==> config.mk <==
export PLATFORM = sky130hd
export DESIGN_NAME = regfile_write_port
export DESIGN_NICKNAME = d
export VERILOG_FILES = /design/src/rtl/regfile_write_port_pkg.sv /design/src/rtl/regfile_write_port_decoder.sv /design/src/rtl/regfile_write_port.sv
export SDC_FILE = /design/constraint.sdc
export NUM_CORES = 1
export LEC_CHECK = 0
export BUFFER_PORTS_ARGS = -buffer_cell sky130_fd_sc_hd__buf_4
export CAP_MARGIN = 25
export CORE_ASPECT_RATIO = 0.8
export CORE_MARGIN = 3
export CORE_UTILIZATION = 47
export CTS_CLUSTER_SIZE = 24
export DETAILED_ROUTE_END_ITERATION = 10
export PLACE_DENSITY = 0.74
export SYNTH_ARGS = -nofsm -noshare
export SYNTH_HDL_FRONTEND = slang
export SYNTH_SLANG_ARGS = --single-unit
==> constraint.sdc <==
create_clock -name clk -period 2.33 [get_ports clk]
set_input_delay 0.3495 -clock clk [delete_from_list [all_inputs] [get_ports clk]]
set_output_delay 0.3495 -clock clk [all_outputs]
set_load 0.05 [all_outputs]
==> src/rtl/regfile_write_port_pkg.sv <==
// Shared constants and types for the register-file write port.
// The pending-write slot is a two-state machine: EMPTY or FULL.
`timescale 1ns/1ps
package regfile_write_port_pkg;

  localparam int DEF_WIDTH = 32;
  localparam int NUM_REGS  = 16;
  localparam int PC_IDX    = 15;
  localparam int PC_STEP   = 4;
  localparam int ADDR_W    = $clog2(NUM_REGS);

  typedef enum logic {
    EMPTY = 1'b0,
    FULL  = 1'b1
  } slot_state_e;

endpackage

==> src/rtl/regfile_write_port_decoder.sv <==
// One-hot load-enable decoder, the write-side counterpart of the 16-to-1 read mux.
// Drives no enable at all when i_en is low.
`timescale 1ns/1ps
module decoder_4x16
  import regfile_write_port_pkg::*;
(
  input  logic [ADDR_W-1:0]   i_idx,
  input  logic                i_en,
  output logic [NUM_REGS-1:0] o_load
);

  always_comb begin
    o_load = '0;
    if (i_en) o_load[i_idx] = 1'b1;
  end

endmodule

==> src/rtl/regfile_write_port.sv <==
// Sixteen-entry register file with a single buffered write port and a PC (R15) auto-increment.
// Writes land in a one-deep pending slot and commit one edge later unless hold freezes the commit stage.
`timescale 1ns/1ps
module regfile_write_port
  import regfile_write_port_pkg::*;
#(
  parameter int WIDTH = DEF_WIDTH
)
(
  input  logic              clk,
  input  logic              rst,
  input  logic              wr_valid,
  output logic              wr_ready,
  input  logic [3:0]        wr_addr,
  input  logic [WIDTH-1:0]  wr_data,
  input  logic              hold,
  input  logic              pc_en,
  output logic              wr_done,
  output logic [WIDTH-1:0]  Q0,
  output logic [WIDTH-1:0]  Q1,
  output logic [WIDTH-1:0]  Q2,
  output logic [WIDTH-1:0]  Q3,
  output logic [WIDTH-1:0]  Q4,
  output logic [WIDTH-1:0]  Q5,
  output logic [WIDTH-1:0]  Q6,
  output logic [WIDTH-1:0]  Q7,
  output logic [WIDTH-1:0]  Q8,
  output logic [WIDTH-1:0]  Q9,
  output logic [WIDTH-1:0]  Q10,
  output logic [WIDTH-1:0]  Q11,
  output logic [WIDTH-1:0]  Q12,
  output logic [WIDTH-1:0]  Q13,
  output logic [WIDTH-1:0]  Q14,
  output logic [WIDTH-1:0]  Q15
);

  slot_state_e           r_state;
  slot_state_e           w_nextState;
  logic [ADDR_W-1:0]     r_pendAddr;
  logic [WIDTH-1:0]      r_pendData;
  logic                  r_wrDone;
  logic                  w_pendValid;
  logic                  w_accept;
  logic                  w_commit;
  logic [NUM_REGS-1:0]   w_load;
  logic [WIDTH-1:0]      r_regs [NUM_REGS];

  always_ff @(posedge clk) begin
    if (rst) r_state <= EMPTY;
    else     r_state <= w_nextState;
  end

  // A same-edge accept refills the slot even while the old entry commits.
  always_comb begin
    w_nextState = r_state;
    if (w_accept)      w_nextState = FULL;
    else if (w_commit) w_nextState = EMPTY;
  end

  always_comb begin
    w_pendValid = (r_state == FULL);
    wr_ready    = !w_pendValid || !hold;
    w_accept    = wr_valid && wr_ready;
    w_commit    = w_pendValid && !hold;
  end

  always_ff @(posedge clk) begin
    if (rst) begin
      r_pendAddr <= '0;
      r_pendData <= '0;
      r_wrDone   <= 1'b0;
    end else begin
      r_wrDone <= w_commit;
      if (w_accept) begin
        r_pendAddr <= wr_addr;
        r_pendData <= wr_data;
      end
    end
  end

  decoder_4x16 u_decoder (
    .i_idx  (r_pendAddr),
    .i_en   (w_commit),
    .o_load (w_load)
  );

  // A commit into the PC slot wins over the auto-increment on the same edge.
  always_ff @(posedge clk) begin
    if (rst) begin
      for (int i = 0; i < NUM_REGS; i++) r_regs[i] <= '0;
    end else begin
      for (int i = 0; i < NUM_REGS; i++) begin
        if (w_load[i])
          r_regs[i] <= r_pendData;
        else if (i == PC_IDX && pc_en)
          r_regs[i] <= r_regs[i] + WIDTH'(PC_STEP);
      end
    end
  end

  assign wr_done = r_wrDone;
  assign Q0  = r_regs[0];
  assign Q1  = r_regs[1];
  assign Q2  = r_regs[2];
  assign Q3  = r_regs[3];
  assign Q4  = r_regs[4];
  assign Q5  = r_regs[5];
  assign Q6  = r_regs[6];
  assign Q7  = r_regs[7];
  assign Q8  = r_regs[8];
  assign Q9  = r_regs[9];
  assign Q10 = r_regs[10];
  assign Q11 = r_regs[11];
  assign Q12 = r_regs[12];
  assign Q13 = r_regs[13];
  assign Q14 = r_regs[14];
  assign Q15 = r_regs[15];

endmodule

==> flow_summary.html, run 1 <==
<table>
<tr><th>Metric</th><th>Value</th></tr>
<tr><th colspan="2">Placement</th></tr>
<tr><td>Quantity of I/O buffers inserted on ports</td><td>approximately 550</td></tr>
<tr><td>Placer Congestion</td><td>0.892</td></tr>
<tr><td>Count of placed standard cells including taps</td><td>2388</td></tr>
<tr><td>HPWL Detailed</td><td>about 44 mm</td></tr>
<tr><td>Setup Slack @ Placement</td><td>between 0.3 and 0.4 ns</td></tr>
<tr><th colspan="2">Clock tree</th></tr>
<tr><td>Master cell of the clock root buffer</td><td>clkbuf_16</td></tr>
<tr><td>Post-CTS setup buffer count</td><td>0</td></tr>
<tr><td>Number of buffers inserted for hold repair after clock tree synthesis</td><td>2</td></tr>
<tr><td>Post-cts repair resize count</td><td>0</td></tr>
<tr><td>CTS clock-pin slew for the worst setup and hold paths</td><td>roughly 0.070 ns</td></tr>
<tr><td>TritonCTS clock tree</td><td>yes</td></tr>
<tr><td>Bufs on Longest Clock Path</td><td>3</td></tr>
<tr><td>Clock latency of the later-clocked register in the worst-skew pair</td><td>0.58 ns</td></tr>
<tr><td>Level count of the clock H-tree</td><td>2</td></tr>
<tr><td>Clock tree sinks</td><td>550</td></tr>
<tr><td>Cts bufs inserted</td><td>52</td></tr>
<tr><th colspan="2">Pwr</th></tr>
<tr><td>Pwr dens</td><td>877 nW/um2</td></tr>
<tr><td>Clock power frac</td><td>between 30 and 40%</td></tr>
<tr><td>Switching portion of total power</td><td>between 20% and 30%</td></tr>
<tr><td>P_int</td><td>between 0.015 and 0.02 W</td></tr>
<tr><td>Combinational share of power</td><td>~13%</td></tr>
<tr><td>Reported net switching power</td><td>0.00618 W</td></tr>
<tr><td>Leak pwr</td><td>roughly 11 nW</td></tr>
<tr><td>Largest voltage drop on the vdd net</td><td>slightly above 0.9 mV</td></tr>
<tr><td>Flop pwr share</td><td>approximately half</td></tr>
<tr><th colspan="2">Logic synthesis</th></tr>
<tr><td>Number of flops mapped to enable cells by yosys</td><td>a little over 500</td></tr>
<tr><td>Warnings, synthesis</td><td>0</td></tr>
<tr><td>Proportion of synthesized flip-flops having asynchronous set or reset</td><td>0%</td></tr>
<tr><td>Adder and majority gate portion of the synthesized area</td><td>less than 1%</td></tr>
<tr><td>Summed instance area of the synthesized netlist</td><td>slightly below 20000 um2</td></tr>
<tr><td>Multiplexer fraction of the synthesized cell area</td><td>less than 1%</td></tr>
<tr><td>Post-synthesis area per instance</td><td>15.1 um2</td></tr>
<tr><td>Number of synthesized register bits</td><td>550</td></tr>
<tr><td>Sequential element share of the synthesized area</td><td>between 80% and 90%</td></tr>
<tr><td>Largest family of logic cells by synthesized area</td><td>simple AND/OR/NAND/NOR gates</td></tr>
<tr><td>Simple logic cell fraction of the synthesized area</td><td>11.6%</td></tr>
<tr><td>Cell taking the most area after synthesis</td><td>edfxtp_1</td></tr>
<tr><td>Primary flip-flop cell chosen by synthesis mapping</td><td>edfxtp_1</td></tr>
<tr><td>Share of Yosys cell area claimed by the top area cell type</td><td>78.4%</td></tr>
<tr><td>Fraction of the mapped netlist area in compound gates</td><td>1.72%</td></tr>
<tr><td>Syn Nets</td><td>about 1300</td></tr>
<tr><td>Xor/xnor cell area share of the yosys netlist</td><td>around 1.1%</td></tr>
<tr><td>Count of different cell masters after synthesis</td><td>40</td></tr>
<tr><td>Gate count of the mapped netlist</td><td>roughly 1300</td></tr>
<tr><td>Most area-consuming cells after synthesis</td><td>edfxtp_1 78%, nor2_1 6.5%, dfxtp_1 3.9%</td></tr>
<tr><th colspan="2">Detailed routing</th></tr>
<tr><td>First drt pass iteration count</td><td>5</td></tr>
<tr><td>Initial drt markers</td><td>around 1400</td></tr>
<tr><td>Total number of vias</td><td>13377</td></tr>
<tr><td>Post-DRT Antenna Nets</td><td>0</td></tr>
<tr><td>Routed len/inst</td><td>about 26 um</td></tr>
<tr><td>Via density</td><td>5.37</td></tr>
<tr><td>Number of design rule violations left after detail routing</td><td>0</td></tr>
<tr><td>Total routed wirelength</td><td>between 60 and 70 mm</td></tr>
<tr><th colspan="2">STA</th></tr>
<tr><td>RSZ-0062 raised after global routing</td><td>false</td></tr>
<tr><td>Fraction of the cycle the final worst path needs</td><td>between 80% and 90%</td></tr>
<tr><td>Setup violators final</td><td>0</td></tr>
<tr><td>Final Hold Violating Endpoints</td><td>0</td></tr>
<tr><td>Final max-slew violation count</td><td>0</td></tr>
<tr><td>Maximum achievable frequency</td><td>509 MHz</td></tr>
<tr><td>Setup ws final</td><td>approximately 0.36 ns</td></tr>
<tr><td>Clk_skew</td><td>around 0.011 ns</td></tr>
<tr><td>Worst max-slew margin expressed relative to the limit</td><td>63.1%</td></tr>
<tr><td>Total Neg Setup Slack</td><td>0 ns</td></tr>
<tr><td>Shortest period the worst path allows</td><td>between 1.5 and 2 ns</td></tr>
<tr><td>Slew at the pin with the worst max-slew slack</td><td>0.554 ns</td></tr>
<tr><th colspan="2">Global routing</th></tr>
<tr><td>Global-route wire length before repair</td><td>roughly 90 mm</td></tr>
<tr><td>Overflow after GRT</td><td>0</td></tr>
<tr><td>Total global routing track utilization</td><td>28.2%</td></tr>
<tr><td>Number of global-route vias before repair</td><td>~13000</td></tr>
<tr><td>Maximum number of pins on one net before global-route repair</td><td>48</td></tr>
<tr><td>Antenna violations before repair</td><td>1</td></tr>
<tr><th colspan="2">Setup path</th></tr>
<tr><td>Data arrival time of the worst path</td><td>around 2.3 ns</td></tr>
<tr><td>Element type at the critical path start</td><td>flip-flop</td></tr>
<tr><td>Crit-path max FO</td><td>7</td></tr>
<tr><td>Worst setup path class</td><td>reg2reg</td></tr>
<tr><td>Required time worst endpoint</td><td>about 2.6 ns</td></tr>
<tr><td>Critical path endpoint category</td><td>flip-flop</td></tr>
<tr><th colspan="2">Die</th></tr>
<tr><td>Starting utilization of the core area</td><td>roughly 48%</td></tr>
<tr><td>Width of the die</td><td>around 230 um</td></tr>
<tr><td>Height of the die</td><td>189 um</td></tr>
<tr><td>Total I/O pin count</td><td>555</td></tr>
<tr><td>FP Rows</td><td>66</td></tr>
<tr><td>Floorplan die area</td><td>44200 um2</td></tr>
<tr><td>Placeable core region</td><td>40900 um2</td></tr>
<tr><th colspan="2">Min path</th></tr>
<tr><td>Worst min-delay path category</td><td>in2reg</td></tr>
<tr><th colspan="2">Finish</th></tr>
<tr><td>Area Growth Syn to Fin</td><td>36.9%</td></tr>
<tr><td>Number of cells in the finished layout apart from fillers</td><td>roughly 2500</td></tr>
<tr><td>Most used cells in the layout excluding fill and tap cells</td><td>611 x buf_4, 512 x edfxtp_1, 340 x nor2_1</td></tr>
<tr><td># fillers</td><td>~2800</td></tr>
<tr><td>Layout cells sized above 1</td><td>38.4%</td></tr>
<tr><td>Total Nets Final</td><td>1942</td></tr>
<tr><td>Most common cell after layout, fill and taps aside</td><td>buf_4</td></tr>
<tr><th colspan="2">Run status</th></tr>
<tr><td>Status</td><td>completed</td></tr>
<tr><th colspan="2">Flow run</th></tr>
<tr><td>Max-cap violation count</td><td>0</td></tr>
</table>
-- worst paths after layout --
path / from / end / slack (ns) / cells after the start
worst max-delay path: r_regs[1][228] / r_regs[1][249] / 0.36 / 5
worst min-delay path: wr_data[16] / r_pendData[16] / 0.03 / 3
worst max register to register: r_regs[1][228] / r_regs[1][249] / 0.36 / 5
worst min register to register: r_pendData[7] / r_pendData[7] / 0.46 / 2
-- cells in the mapped netlist (2+ instances only) --
cell / number
a31oi_1: 3
nand2_1: 91
and4_1: 5
nand3_1: 12
dfxtp_1: 38
xnor2_1: 12
edfxtp_1: 512
nor2b_1: 3
a21o_1: 4
a21oi_1: 44
and3_1: 2
nand4_2: 3
clkbuf_1: 82
nor3_1: 6
buf_2: 2
inv_1: 36
xor2_1: 13
nor2_1: 340
o22ai_1: 6
nor3_2: 2
nand4_1: 8
nor3b_1: 2
mux2i_1: 15
nand2b_1: 42
-- power groups by stage --
| stage | combinational (W) | sequential [W] | clock, W |
|---|---|---|---|
| after detailed placement | 0.00300 | 0.0117 | 0 |
| after CTS | 0.00301 | 0.0115 | 0.00915 |
| after floorplan | 0.000418 | 0.0131 | 0 |
| after global placement | 0.00298 | 0.0117 | 0 |
| after global routing | 0.00309 | 0.0115 | 0.00952 |
| final | 0.00300 | 0.0115 | 0.00906 |
-- state kept, by name (all words and copies together), names as in the netlist --
name / flops
r_pendAddr: 4
r_pendData: 32
r_state: 1
r_regs: 512
wr_done: 1
-- critical path: stages (launching register included) --
cell	delay [ns]
edfxtp_1	0.48
nand4_2	0.20
or4_4	0.60
nor3_2	0.19
xnor2_1	0.14
mux2i_1	0.09
-- final cells by class --
| cell class | instances | area, um2 | share of cell area (%) |
|---|---|---|---|
| flip-flops and latches | 550 | 16100 | 60.2 |
| repair buffers | 632 | 4990 | 18.6 |
| multi-input cells | 628 | 3040 | 11.3 |
| clock buffers | 59 | 1370 | 5.10 |
| well taps | 544 | 681 | 2.54 |
| clock inverters | 39 | 473 | 1.76 |
| inverters | 36 | 135 | 0.504 |
| diodes | 1 | 2.50 | 0.00933 |
-- per-layer routing --
metal / wire length, um / part of all wire, % / GRT usage (%) / vias up
met5: 0 / 0 / 0.223 / -
met4: 1850 / 2.9 / 9.03 / 0
met3: 7620 / 12 / 9.01 / 114
met2: 30900 / 48 / 46.0 / 854
met1: 23400 / 37 / 36.1 / 6667
li1: - / - / - / 5742
-- logic make-up after synthesis --
kind of cell,after synthesis
DFF,550
adders and majority gates,1
buffers and inverters,121
muxes,16
and+or+nand+nor,525
xor gates and xnor gates,25
AOI/OAI and AO/OA,61
-- per-stage QoR --
stage | instance area [um2] | utilization (%) | power (W) | hold slack (ns)
after floorplan | 19600 | - | 0.0135 | 0.431
after global placement | 25000 | 61.1 | 0.0146 | 0.440
after detailed placement | 25000 | 61.1 | 0.0147 | 0.447
final | 26800 | 65.6 | 0.0235 | 0.0259
after global routing | 26800 | 65.6 | 0.0241 | 0.0126
after CTS | 26800 | 65.6 | 0.0236 | 0.000276
No activity file was read; power rests on OpenSTA's default activity.
==> run 2: changes to the inputs <==
--- a/config.mk
+++ b/config.mk
@@ -7,12 +7,11 @@
 export LEC_CHECK = 0
 export BUFFER_PORTS_ARGS = -buffer_cell sky130_fd_sc_hd__buf_4
 export CAP_MARGIN = 25
-export CORE_ASPECT_RATIO = 0.8
-export CORE_MARGIN = 3
-export CORE_UTILIZATION = 47
+export CORE_AREA = 3 3 217 219
 export CTS_CLUSTER_SIZE = 24
 export DETAILED_ROUTE_END_ITERATION = 10
-export PLACE_DENSITY = 0.74
+export DIE_AREA = 0 0 220 222
+export PLACE_DENSITY = 0.66
 export SYNTH_ARGS = -nofsm -noshare
 export SYNTH_HDL_FRONTEND = slang
 export SYNTH_SLANG_ARGS = --single-unit
==> constraint.sdc (replaced) <==
create_clock -name clk -period 2 [get_ports clk]
set_input_delay 0.3 -clock clk [delete_from_list [all_inputs] [get_ports clk]]
set_output_delay 0.3 -clock clk [all_outputs]
set_load 0.05 [all_outputs]
==> run 2 against run 1 <==
Worst setup slack worse by 0.24 ns. Clock-buffer cell count is the same. Global-route usage is 3.0 points lower. Wire length decreased by 1.7%. Cell count grew 4.1%. Clock skew increased by 0.0077 ns. Sequential power rose by 16%. First-iteration DRC count decreased by 23%. Flip-flop and latch count is the same. Critical path depth did not move. Largest power group unchanged.
==> flow_summary.html, run 2 (synthesis results as in run 1) <==
<table>
<tr><th>Metric</th><th>Value</th></tr>
<tr><th colspan="2">Run status</th></tr>
<tr><td>Status</td><td>completed</td></tr>
<tr><th colspan="2">Detailed routing</th></tr>
<tr><td>Via density</td><td>between 5 and 6</td></tr>
<tr><td>Total number of vias</td><td>around 13000</td></tr>
<tr><td>Routed len/inst</td><td>24.2 um</td></tr>
<tr><td>First drt pass iteration count</td><td>5</td></tr>
<tr><td>Number of design rule violations left after detail routing</td><td>0</td></tr>
<tr><td>Initial drt markers</td><td>between 1000 and 1500</td></tr>
<tr><td>Total routed wirelength</td><td>62.7 mm</td></tr>
<tr><td>Post-DRT Antenna Nets</td><td>0</td></tr>
<tr><th colspan="2">Placement</th></tr>
<tr><td>HPWL Detailed</td><td>43.8 mm</td></tr>
<tr><td>Placer Congestion</td><td>roughly 0.83</td></tr>
<tr><td>Setup Slack @ Placement</td><td>about 0.12 ns</td></tr>
<tr><td>Quantity of I/O buffers inserted on ports</td><td>around 550</td></tr>
<tr><th colspan="2">STA</th></tr>
<tr><td>Fraction of the cycle the final worst path needs</td><td>between 90% and 100%</td></tr>
<tr><td>Shortest period the worst path allows</td><td>1.88 ns</td></tr>
<tr><td>Total Neg Setup Slack</td><td>0 ns</td></tr>
<tr><td>RSZ-0062 raised after global routing</td><td>false</td></tr>
<tr><td>Worst max-slew margin expressed relative to the limit</td><td>70.9%</td></tr>
<tr><td>Hold Worst Slack</td><td>between 0.04 and 0.05 ns</td></tr>
<tr><td>Slew at the pin with the worst max-slew slack</td><td>~0.44 ns</td></tr>
<tr><td>Setup ws final</td><td>approximately 0.12 ns</td></tr>
<tr><td>Setup violators final</td><td>0</td></tr>
<tr><td>Clk_skew</td><td>between 0.015 and 0.02 ns</td></tr>
<tr><td>Maximum achievable frequency</td><td>roughly 530 MHz</td></tr>
<tr><td>Final max-slew violation count</td><td>0</td></tr>
<tr><td>Final Hold Violating Endpoints</td><td>0</td></tr>
<tr><th colspan="2">Finish</th></tr>
<tr><td># fillers</td><td>approximately 3500</td></tr>
<tr><td>Sequential Area</td><td>around 16000 um2</td></tr>
<tr><td>Total Nets Final</td><td>around 2000</td></tr>
<tr><td>Area Growth Syn to Fin</td><td>40.2%</td></tr>
<tr><td>Layout cells sized above 1</td><td>a little under two fifths</td></tr>
<tr><td>Number of flip-flops under the largest register name</td><td>around 510</td></tr>
<tr><td>Registers with the most flip-flops</td><td>r_regs (512), r_pendData (32), r_pendAddr (4)</td></tr>
<tr><td>Most common cell after layout, fill and taps aside</td><td>buf_4</td></tr>
<tr><td>Final antenna diode count</td><td>0</td></tr>
<tr><td>Multi-input gate area in the final layout</td><td>a little over 3000 um2</td></tr>
<tr><td>Most used cells in the layout excluding fill and tap cells</td><td>612 x buf_4, 512 x edfxtp_1, 340 x nor2_1</td></tr>
<tr><td>Largest register by flop count</td><td>r_regs</td></tr>
<tr><th colspan="2">Setup path</th></tr>
<tr><td>Crit-path max FO</td><td>5</td></tr>
<tr><td>Required time worst endpoint</td><td>2.32 ns</td></tr>
<tr><td>Ordered list of cells on the worst path</td><td>nand4_4, or4_4, nor3_2, xnor2_1, mux2i_1</td></tr>
<tr><td>Critical path endpoint category</td><td>flip-flop</td></tr>
<tr><td>Cell depth of the worst flop-to-flop path</td><td>5</td></tr>
<tr><td>Number of logic stages on the critical path including buffering</td><td>5</td></tr>
<tr><td>Delay contributed by the slowest stage of the critical path</td><td>0.58 ns</td></tr>
<tr><td>Element type at the critical path start</td><td>flip-flop</td></tr>
<tr><td>Data arrival time of the worst path</td><td>~2.2 ns</td></tr>
<tr><td>Slowest CP cell</td><td>or4_4</td></tr>
<tr><td>Worst setup path class</td><td>reg2reg</td></tr>
<tr><td>Cell family with most CP delay</td><td>simple AND/OR/NAND/NOR gates</td></tr>
<tr><td>Worst path bufs/invs</td><td>0</td></tr>
<tr><th colspan="2">Global routing</th></tr>
<tr><td>Global-route wire length before repair</td><td>approximately 90 mm</td></tr>
<tr><td>Maximum number of pins on one net before global-route repair</td><td>47</td></tr>
<tr><td>Number of global-route vias before repair</td><td>around 13000</td></tr>
<tr><td>Antenna violations before repair</td><td>0</td></tr>
<tr><td>Overflow after GRT</td><td>0</td></tr>
<tr><td>Total global routing track utilization</td><td>25.2%</td></tr>
<tr><th colspan="2">Min path</th></tr>
<tr><td>Hold Path Cell Cnt</td><td>2</td></tr>
<tr><td>Worst min-delay path category</td><td>in2reg</td></tr>
<tr><th colspan="2">Pwr</th></tr>
<tr><td>Largest voltage drop on the vdd net</td><td>roughly 0.76 mV</td></tr>
<tr><td>Leak pwr</td><td>~11 nW</td></tr>
<tr><td>Pwr dens</td><td>1010 nW/um2</td></tr>
<tr><th colspan="2">Clock tree</th></tr>
<tr><td>Cts bufs inserted</td><td>54</td></tr>
<tr><td>TritonCTS clock tree</td><td>yes</td></tr>
<tr><td>Level count of the clock H-tree</td><td>2</td></tr>
<tr><td>CTS clock-pin slew for the worst setup and hold paths</td><td>0.06 ns</td></tr>
<tr><td>Bufs on Longest Clock Path</td><td>3</td></tr>
<tr><td>Post-CTS setup buffer count</td><td>0</td></tr>
<tr><td>Clock latency of the later-clocked register in the worst-skew pair</td><td>roughly 0.6 ns</td></tr>
<tr><td>Master cell of the clock root buffer</td><td>clkbuf_16</td></tr>
<tr><td>Clock tree sinks</td><td>between 500 and 600</td></tr>
<tr><th colspan="2">Die</th></tr>
<tr><td>Width of the die</td><td>220 um</td></tr>
<tr><td>Placeable core region</td><td>45300 um2</td></tr>
<tr><td>Floorplan die area</td><td>48800 um2</td></tr>
<tr><td>Height of the die</td><td>~220 um</td></tr>
<tr><td>Starting utilization of the core area</td><td>43.3%</td></tr>
<tr><td>Total I/O pin count</td><td>between 500 and 600</td></tr>
<tr><td>FP Rows</td><td>about 80</td></tr>
<tr><th colspan="2">Flow run</th></tr>
<tr><td>Max-cap violation count</td><td>0</td></tr>
</table>
==> run 2: stage by stage <==
| stage | cell area, um2 | total power [W] | std cells | util (%) |
|---|---|---|---|---|
| 5_1_grt | 27500 | 0.0284 | 2592 | 60.7 |
| 3_5_place_dp | 25200 | 0.0171 | 2454 | 55.7 |
| 6_report | 27500 | 0.0277 | 2592 | 60.7 |
| 3_3_place_gp | 25200 | 0.0171 | 2454 | 55.7 |
| 4_1_cts | 27500 | 0.0278 | 2592 | 60.7 |
| 2_1_floorplan | 19600 | 0.0157 | 1299 | - |
==> run 2: path summary, 6_finish.rpt <==
| check | from | endpoint | slack [ns] |
|---|---|---|---|
| setup / recovery | r_regs[1][234] | r_regs[1][247] | 0.12 |
| setup reg to reg | r_regs[1][234] | r_regs[1][247] | 0.12 |
| hold / removal | rst | r_pendData[9] | 0.04 |
| hold reg to reg | r_pendData[28] | r_pendData[28] | 0.45 |
==> run 2: final cells by class <==
cell class,count,share of cell area [%]
Inverter,36,0.492
Clock buffer,59,5.06
Timing Repair Buffer,678,20.1
Sequential cell,550,58.7
Clock inverter,41,1.77
Tap cell,600,2.73
Multi-Input combinational cell,628,11.1
==> run 2: metal layers <==
| layer | wire [um] | part of all wire [%] | vias up | GRT usage, % |
|---|---|---|---|---|
| met5 | 0 | 0 | - | 0 |
| met4 | 1380 | 2.2 | 0 | 5.73 |
| met3 | 5740 | 9.1 | 91 | 5.74 |
| met2 | 31700 | 51 | 679 | 43.6 |
| met1 | 23900 | 38 | 6509 | 32.4 |
| li1 | - | - | 5831 | - |
==> run 2: power by group <==
part	leakage, nW	internal (W)	switching [W]	total (W)
clock	0.918	0.00634	0.00438	0.0107
sequential	5.64	0.0131	0.000255	0.0133
combinational	4.64	0.000962	0.00263	0.00359
==> run 2: what timing repair did <==
item	4_1_cts	5_1_grt
gates resized for setup	0	0
hold buffers	38	0
hold endpoints to repair	37	0
